## src/rtl/digit_scan_ctrl_pkg.sv

```systemverilog
// Shared types and constants for the 7-segment digit scan controller.
package digit_scan_pkg;

  typedef enum logic [1:0] {
    ST_IDLE = 2'd0,
    ST_DARK = 2'd1,
    ST_SHOW = 2'd2
  } scan_state_e;

  localparam logic [6:0] SEG_BLANK = 7'h00;

  // Segment patterns a..g (bit0 = a); non-decimal codes stay blank.
  localparam logic [6:0] SEG7_LUT [16] = '{
    7'h3F, 7'h06, 7'h5B, 7'h4F, 7'h66, 7'h6D, 7'h7D, 7'h07,
    7'h7F, 7'h6F, 7'h00, 7'h00, 7'h00, 7'h00, 7'h00, 7'h00
  };

endpackage

```

## src/rtl/digit_scan_ctrl_bcd_to_seg7.sv

```systemverilog
// Combinational BCD to 7-segment decoder; the caller registers the result.
module bcd_to_seg7
  import digit_scan_pkg::*;
(
  input  logic [3:0] i_Bcd,
  output logic [6:0] o_Seg
);

  assign o_Seg = SEG7_LUT[i_Bcd];

endmodule

```

## src/rtl/digit_scan_ctrl.sv

```systemverilog
// Time-multiplexed digit scan: one-hot anode ring with a dark blanking
// interval at the start of every slot. All outputs come from registers.
module digit_scan_ctrl
  import digit_scan_pkg::*;
#(
  parameter int N_DIG = 6,
  parameter int DIV   = 1000,
  parameter int BLANK = 8
) (
  input  logic                     i_Clk,
  input  logic                     i_pRst,
  input  logic                     i_En,
  input  logic [N_DIG-1:0]         i_DigMask,
  input  logic [4*N_DIG-1:0]       i_Bcd,
  input  logic [N_DIG-1:0]         i_Dp,
  output logic [N_DIG-1:0]         o_DigSel,
  output logic [6:0]               o_Seg,
  output logic                     o_Dp,
  output logic [$clog2(N_DIG)-1:0] o_Idx,
  output logic                     o_Frame
);

  localparam int IW = $clog2(N_DIG);
  localparam int CW = $clog2(DIV);

  scan_state_e      r_state;
  logic [CW-1:0]    r_cnt;
  logic [IW-1:0]    r_idx;
  logic [N_DIG-1:0] r_ring;

  scan_state_e      w_state_nxt;
  logic [CW-1:0]    w_cnt_nxt;
  logic [IW-1:0]    w_idx_nxt;
  logic [N_DIG-1:0] w_ring_nxt;
  logic [N_DIG-1:0] w_sel_nxt;
  logic             w_frame_nxt;
  logic [3:0]       w_bcd;
  logic [6:0]       w_seg;

  // Priority rotate: first set mask bit at start (or after it when skip_cur), wrapping.
  function automatic logic [IW-1:0] next_idx(input logic [N_DIG-1:0] mask,
                                             input logic [IW-1:0] start,
                                             input logic skip_cur);
    logic [IW-1:0] res;
    logic          found;
    int            j;
    res   = start;
    found = 1'b0;
    for (int k = 0; k < N_DIG; k++) begin
      j = int'(start) + k + (skip_cur ? 1 : 0);
      if (j >= N_DIG) j = j - N_DIG;
      if (!found && mask[j]) begin
        res   = IW'(j);
        found = 1'b1;
      end
    end
    return res;
  endfunction

  // Next-state, prescaler and digit advance.
  always_comb begin
    w_state_nxt = r_state;
    w_cnt_nxt   = r_cnt;
    w_idx_nxt   = r_idx;
    w_frame_nxt = 1'b0;
    if (!i_En || (i_DigMask == '0)) begin
      w_state_nxt = ST_IDLE;
      w_cnt_nxt   = '0;
    end else begin
      case (r_state)
        ST_IDLE: begin
          w_state_nxt = ST_DARK;
          w_cnt_nxt   = '0;
          w_idx_nxt   = next_idx(i_DigMask, r_idx, 1'b0);
        end
        ST_DARK: begin
          w_cnt_nxt = r_cnt + 1'b1;
          if (r_cnt == CW'(BLANK - 1)) begin
            w_state_nxt = ST_SHOW;
          end else begin
            w_state_nxt = ST_DARK;
          end
        end
        ST_SHOW: begin
          if (r_cnt == CW'(DIV - 1)) begin
            w_state_nxt = ST_DARK;
            w_cnt_nxt   = '0;
            w_idx_nxt   = next_idx(i_DigMask, r_idx, 1'b1);
            w_frame_nxt = (w_idx_nxt <= r_idx);
          end else begin
            w_cnt_nxt = r_cnt + 1'b1;
          end
        end
        default: begin
          w_state_nxt = ST_IDLE;
          w_cnt_nxt   = '0;
        end
      endcase
    end
  end

  // The ring only re-seeds when the index actually moves.
  assign w_ring_nxt = (w_idx_nxt == r_idx) ? r_ring
                    : ({{(N_DIG-1){1'b0}}, 1'b1} << w_idx_nxt);
  assign w_sel_nxt  = (w_state_nxt == ST_SHOW) ? (w_ring_nxt & i_DigMask) : '0;
  assign w_bcd      = i_Bcd[{w_idx_nxt, 2'b00} +: 4];

  bcd_to_seg7 u_dec (
    .i_Bcd (w_bcd),
    .o_Seg (w_seg)
  );

  // State and output registers.
  always_ff @(posedge i_Clk) begin
    if (i_pRst) begin
      r_state  <= ST_IDLE;
      r_cnt    <= '0;
      r_idx    <= '0;
      r_ring   <= {{(N_DIG-1){1'b0}}, 1'b1};
      o_DigSel <= '0;
      o_Seg    <= SEG_BLANK;
      o_Dp     <= 1'b0;
      o_Frame  <= 1'b0;
    end else begin
      r_state  <= w_state_nxt;
      r_cnt    <= w_cnt_nxt;
      r_idx    <= w_idx_nxt;
      r_ring   <= w_ring_nxt;
      o_DigSel <= w_sel_nxt;
      o_Seg    <= (|w_sel_nxt) ? w_seg : SEG_BLANK;
      o_Dp     <= (|w_sel_nxt) ? i_Dp[w_idx_nxt] : 1'b0;
      o_Frame  <= w_frame_nxt;
    end
  end

  assign o_Idx = r_idx;

endmodule

```

## config.mk

```make
export PLATFORM = sky130hd
export DESIGN_NAME = digit_scan_ctrl
export DESIGN_NICKNAME = d
export VERILOG_FILES = /design/src/rtl/digit_scan_ctrl_pkg.sv /design/src/rtl/digit_scan_ctrl_bcd_to_seg7.sv /design/src/rtl/digit_scan_ctrl.sv
export SDC_FILE = /design/constraint.sdc
export NUM_CORES = 1
export LEC_CHECK = 0
export CAP_MARGIN = 20
export CORE_MARGIN = 10
export CORE_UTILIZATION = 50
export DETAILED_ROUTE_END_ITERATION = 10
export GPL_TIMING_DRIVEN = 1
export PLACE_DENSITY = 0.81
export SLEW_MARGIN = 20
export SYNTH_ARGS = -nofsm -noshare
export SYNTH_HDL_FRONTEND = slang
export SYNTH_HIERARCHICAL = 1
export SYNTH_SLANG_ARGS = --single-unit
```

## constraint.sdc

```tcl
create_clock -name i_Clk -period 5.3 [get_ports i_Clk]
set_input_delay 1.325 -clock i_Clk [delete_from_list [all_inputs] [get_ports i_Clk]]
set_output_delay 1.325 -clock i_Clk [all_outputs]
set_load 0.02 [all_outputs]
```

### Yosys cells after proc, flatten, opt, wreduce, memory -nomap -nowiden

Memories as Yosys holds them, arrays and structs flattened. A register that Yosys moved wholly into a read port is not among the register bits.
Index checks and enable logic that the tools add are counted.

* register bits after elaboration: 29
* ROM bits: 112
* word-level logic and storage cells: 236
* memories: 1

Memory list
* (name not given): depth 16, width 7, read ports 1, clocked after memory_dff 1, wr ports 0, line digit_scan_ctrl_bcd_to_seg7.sv:9 `assign o_Seg = SEG7_LUT[i_Bcd];`

* $add $sub $neg: 22
* $lt $le $gt $ge: 25
* equal/unequal tests: 6
* shift operators: 2
* mux-type cells: 140
* bitwise operators: 5
* reduce and logical (&&, ||, !) cells: 28

Operators with widths (number)
* two-way mux 32 bit: 41
* < comparator 32 x 5 -> 1 bit, second input constant: 12
* greater-or-equal comparator 32 x 4 -> 1 bit, second input constant: 5
* subtractor 32 x 4 -> 32 bit, second input constant: 5
* two-way mux 1 bit: 60
* two-way mux 3 bit: 17
* binary-select mux 1 bit (select 3 bit): 13
* subtractor 5 x 3 -> 6 bit, second input constant: 5
* adder 4 x 1 -> 5 bit, second input constant: 5
* greater-or-equal comparator 5 x 3 -> 1 bit, second input constant: 5
* variable part select 24 x 6 -> 4 bit: 1
* one-hot mux 10 bit (2 select lines): 1
* two-way mux 6 bit: 2
* zero test 1 bit: 11
* adder 10 x 1 -> 10 bit, second input constant: 1
* equality test 10 bit, second input constant: 1
* equality test 10 x 3 -> 1 bit, second input constant: 1
* logical AND 1 bit: 10
* two-way mux 10 bit: 1
* adder 3 x 2 -> 4 bit, second input constant: 2
* adder 3 x 3 -> 4 bit, second input constant: 2
* bitwise AND 6 bit: 1
* zero test 6 bit: 1
* two-way mux 2 bit: 3
* 18 further kinds: 22

### Depth between registers and ports, before layout

* word-level depth: 53
* gate-level depth with buffers: 26
* depth with buffers taken out: 23

### By module

The synthesis kept the hierarchy.

By module, submodules not included
* digit_scan_ctrl: times used 1, cells each 479, area an instance 3935.0 um^2, sequential area each 720.7 um^2
* bcd_to_seg7: times used 1, cells each 26, area an instance 205.2 um^2, sequential area each 0.0 um^2

### Least setup slack after synthesis

OpenSTA, ideal clock, no wires.

* path type: flip-flop to flip-flop
* from: reg r_idx[0], in the netlist o_Idx[0]
* to: reg o_Seg[3]
* library setup time: 0.071 ns
* data arrival time: 5.275 ns
* data required time: 5.229 ns
* slack: -0.045 ns
* cell stages (with the launch flop): 23
* path buffers: 4
* period minus slack after synthesis: 5.345 ns
* cells stage by stage: dfxtp_1 -> buf_6 -> buf_6 -> inv_1 -> ha_1 -> buf_2 -> a311o_1 -> a221oi_2 -> mux2_2 -> mux2_4 -> or3_4 -> a211oi_2 -> a21oi_1 -> nor2_1 -> clkbuf_1 -> nand2_1 -> o22ai_1 -> inv_1 -> ha_1 -> inv_1 -> o21ai_0 -> nand2_1 -> a21oi_1

* elaborated cells between the ends (all ways): 192
* those cells by class: add/sub (21); order compare (11); eq/ne (1); shift (2); mux (132); bitwise (3); reduce/logical (22)

RTL lines
* start, declared: line digit_scan_ctrl.sv:28 `logic [IW-1:0] r_idx;`
* start signal, assigned: line digit_scan_ctrl.sv:127 `r_idx <= w_idx_nxt;`
* adder 3 x 1 -> 4 bit: line digit_scan_ctrl.sv:50 `j = int'(start) + k + (skip_cur ? 1 : 0);`
* subtractor 32 x 4 -> 32 bit or greater-or-equal comparator 32 x 4 -> 1 bit (tied branches): line digit_scan_ctrl.sv:51 `if (j >= N_DIG) j = j - N_DIG;`
* two-way mux 32 bit: line digit_scan_ctrl.sv:51
* two-way mux 32 bit: line digit_scan_ctrl.sv:85 `if (r_cnt == CW'(DIV - 1)) begin`
* two-way mux 32 bit: line digit_scan_ctrl.sv:70 `case (r_state)`
* two-way mux 32 bit: line digit_scan_ctrl.sv:66 `if (!i_En || (i_DigMask == '0)) begin`
* binary-select mux 1 bit (select 3 bit): line digit_scan_ctrl.sv:52 `if (!found && mask[j]) begin`
* two-way mux 1 bit (not written as such) (2 in series): line digit_scan_ctrl.sv:52
* (+32 left out)
* two-way mux 3 bit: line digit_scan_ctrl.sv:70
* two-way mux 3 bit: line digit_scan_ctrl.sv:66
* two-way mux 3 bit: line digit_scan_ctrl.sv:85
* one-hot mux 3 bit (2 select lines): line digit_scan_ctrl.sv:70
* two-way mux 3 bit (*): line digit_scan_ctrl.sv:66
* variable part select 24 x 6 -> 4 bit (*): line digit_scan_ctrl.sv:106 `assign w_bcd = i_Bcd[{w_idx_nxt, 2'b00} +: 4];`
* named net w_bcd[1]: line digit_scan_ctrl.sv:37 `logic [3:0] w_bcd;`
* NOT 4 -> 5 bit (not written as such) (*): line digit_scan_ctrl_bcd_to_seg7.sv:9
* end, declared: line digit_scan_ctrl.sv:17 `output logic [6:0] o_Seg,`

The timed path passes the listed nets; every way through them passes the cells marked *. The select of a mux whose other input is x is not followed.
A chain may end at the register's enable or synchronous reset.

### Final worst setup path

* from: in i_DigMask[0]
* to: reg o_Seg[0]

* elaborated cells between the ends (all ways): 123
* those cells by class: eq/ne (2); shift (2); mux (92); bitwise (3); reduce/logical (24)

RTL lines
* start, declared: line digit_scan_ctrl.sv:13 `input logic [N_DIG-1:0] i_DigMask,`
* binary-select mux 1 bit (select 3 bit): line digit_scan_ctrl.sv:52
* two-way mux 1 bit (not written as such) (2 in series): line digit_scan_ctrl.sv:52
* two-way mux 1 bit: line digit_scan_ctrl.sv:52
* two-way mux 1 bit: line digit_scan_ctrl.sv:85
* two-way mux 1 bit: line digit_scan_ctrl.sv:70
* two-way mux 1 bit: line digit_scan_ctrl.sv:66
* zero test 1 bit: line digit_scan_ctrl.sv:52
* logical AND 1 bit: line digit_scan_ctrl.sv:52
* (+26 left out)
* two-way mux 3 bit: line digit_scan_ctrl.sv:70
* two-way mux 3 bit: line digit_scan_ctrl.sv:66
* two-way mux 3 bit: line digit_scan_ctrl.sv:85
* one-hot mux 3 bit (2 select lines): line digit_scan_ctrl.sv:70
* two-way mux 3 bit (*): line digit_scan_ctrl.sv:66
* variable part select 24 x 6 -> 4 bit (*): line digit_scan_ctrl.sv:106
* named net w_bcd[3]: line digit_scan_ctrl.sv:37
* NOT 4 -> 5 bit (not written as such) (*): line digit_scan_ctrl_bcd_to_seg7.sv:9

Marks and branches as above.

==> metrics.md <==
| Metric | Value |
|---|---|
| Worst-Margin Slew | `817.8 ps` |
| Vias/cell | `6.372` |
| F_max | `192.3 MHz` |
| Post-synthesis async set-or-reset flop share | `0%` |
| Share of layout cells above drive strength 1 | `22.41%` |
| Ys flop type | `dfxtp_1` |
| Required @ worst endpoint | `5520 ps` |
| Highest-count cells in the layout ignoring fill and taps | `64 x buf_4, 55 x clkdlybuf4s50_1, 43 x nor2_1, 41 x nand2_1, 36 x dfxtp_1` |
| Antenna violations before repair | `0` |
| Commonest non-fill, non-tap cell in the layout | `buf_4` |
| PortBufs | `56` |
| Core area | `0.008134 mm^2` |
| ANT cells | `0` |
| Crit Path Class | `in -> reg` |
| Final hold slack | `456.5 ps` |
| Initial Util | `50.90%` |
| Largest net degree at the start of global routing | `24` |
| Post-CTS Hold Buffers | `0` |
| DRC violations left | `0` |
| DR iter-0 viols | `294` |
| NumNets Final | `674` |
| Final Non-Filler Cells | `712` |
| Status | `finished, final reports clean` |
| Final setup viols | `0` |
| HPWL Detailed | `10390 um` |
| DR vias | `4537` |
| Placed cells | `704` |
| Cell Rows | `33` |
| Yosys reg bits | `36` |
| Seq/Total Area, Yosys | `17.41%` |
| CP Launch Type | `primary input` |
| Period utilisation layout | `98.12%` |
| Root buffer cell | `clkbuf_8` |
| Slew Viols, Final | `0` |
| Die width | `111.0 um` |
| CTS Buf Count | `5` |
| CP Max Fanout | `8` |
| Die area | `0.01232 mm^2` |
| Setup Skew | `6.600 ps` |
| Worst-path clk slew | `80 ps` |
| PD cells | `424.1 mW/mm^2` |
| Total GRT Usage | `19.81%` |
| Final GP Congestion | `0.9715` |
| Cell area after synthesis | `0.004140 mm^2` |
| Min-delay worst type | `reg -> reg` |
| Io pins | `57` |
| Syn_nets | `573` |
| Syn Area/Cell | `8.198 um^2` |
| Skew-Pair Late Insertion Delay | `290 ps` |
| Yosys top cell area share | `17.41%` |
| Area Overhead vs Synth | `29.40%` |
| Vias in the first global route | `4432` |
| Largest cells by area after synthesis | `dfxtp_1 17%, ha_1 8.8%, mux2i_1 6.8%` |
| Pre-CTS setup slack | `-98.87 ps` |
| Chip Height | `111.0 um` |
| Avg WL per Cell | `18.53 um` |
| Leak Pwr | `0.002167 uW` |
| Fin. Hold Viols | `0` |
| Max Buffers Root-to-Sink | `2` |
| Post-synthesis cell count | `505` |
| Detailed Route WL | `13200 um` |
| YS warnings | `6` |
| Tmin final | `5200 ps` |
| Total gr overflow | `0` |
| First-pass GRT wire length | `21300 um` |
| Distinct cell type count after synthesis | `97` |
| Number of synthesized flops with an enable pin | `0` |
| VDD IR max | `0.2806 mV` |
| CTS tree | `yes` |
| Max Cap Viol | `0` |
| Final WS setup | `99.83 ps` |
| H-tree levels | `2` |
| Synth area leader | `dfxtp_1` |
| Worst setup EP type | `flop` |
| Post-DRT Antenna Nets | `0` |
| Detailed Routing Iterations Pass 1 | `5` |
| Clock sink total | `36` |
| CP arrival | `5420 ps` |
| Max-slew headroom | `45.24%` |
-- registers in the layout (all words and copies together) (netlist names) --
name	count
r_cnt	10
o_Frame	1
o_Seg	7
r_state	2
o_Dp	1
o_DigSel	6
r_ring	6
o_Idx	3
-- path summary, 6_finish.rpt --
check / to / cells after the start / start / slack [ps]
worst max-delay path: o_Seg[0]$_SDFF_PP0_ / 21 / i_DigMask[0] / 100
worst min-delay path: o_DigSel[0]$_SDFF_PP0_ / 2 / r_ring[0]$_SDFF_PP1_ / 460
worst max register to register: o_Seg[0]$_SDFF_PP0_ / 22 / o_Idx[1]$_SDFF_PP0_ / 270
worst min register to register: o_DigSel[0]$_SDFF_PP0_ / 2 / r_ring[0]$_SDFF_PP1_ / 460
-- cell families after synthesis --
kind of cell	count (synthesis)	share of synthesized area (%)
compound gates	147	27.35
fa+ha+maj	29	8.764
buf+inv	46	5.530
mux	45	12.99
simple gates	181	23.51
flops	36	17.41
xor+xnor	21	4.442
-- critical path, cell delays in order --
cell and delay, ps:
clkdlybuf4s50_1 520, mux2i_1 300, buf_4 200, nor3b_1 70, buf_4 150, nor3_1 250, nand2_1 90, a21oi_1 350
nand2b_1 220, o2111ai_2 180, nor2_4 280, buf_6 190, mux2i_1 80, mux2_2 270, o22ai_1 200, buf_4 180
nor2b_4 190, o21ai_2 90, o21ai_0 90, nand2_1 70, a21oi_1 120
-- timing repair --
action,in CTS,in global routing
endpoints found under the hold margin,0,0
gates resized for setup,0,16
setup endpoints to repair,0,7
buffers inserted,0,0
-- per-stage QoR --
stage          TNS, ps  util (%)  power, uW  area, um^2
3_5_place_dp    -435.6     63.54       1933        5169
2_1_floorplan        0         -       1442        4146
3_3_place_gp    -61.52     63.54       1884        5169
5_1_grt         -125.3     65.87       2406        5358
6_report             0     65.87       2272        5358
4_1_cts              0     64.91       2181        5280
-- routing by layer --
metal / track usage, % / routed length [um] / vias up / share of wire, %
met5: 0 / 0 / - / 0
met4: 8.854 / 469 / 0 / 3.6
met3: 2.976 / 866 / 47 / 6.6
met2: 33.81 / 6383 / 220 / 48
met1: 23.86 / 5476 / 2147 / 41
li1: - / - / 2123 / -
-- synth_stat cells (9+ instances only) --
cell,count
nand2_1,41
nand3_1,13
dfxtp_1,36
ha_1,29
a21oi_1,23
o22ai_1,10
xnor2_1,11
mux2i_1,28
mux2_2,9
inv_1,19
nor3_1,17
o21ai_0,19
clkbuf_1,11
xor2_1,10
buf_2,9
nor2_1,43
-- where the power goes --
group	internal (uW)	switching, uW
Sequential	283	8.40
Clock	139	104
Combinational	773	964
-- area by class of cell --
class                           instances  area [um^2]
Multi-Input combinational cell        423         3268
Fill cell                             639         2776
Timing Repair Buffer                  121         1055
Sequential cell                        36        720.7
Tap cell                              105        131.4
Inverter                               19        71.32
Clock buffer                            5        68.82
Clock inverter                          3        42.54
(Power assumes the default switching activity.)
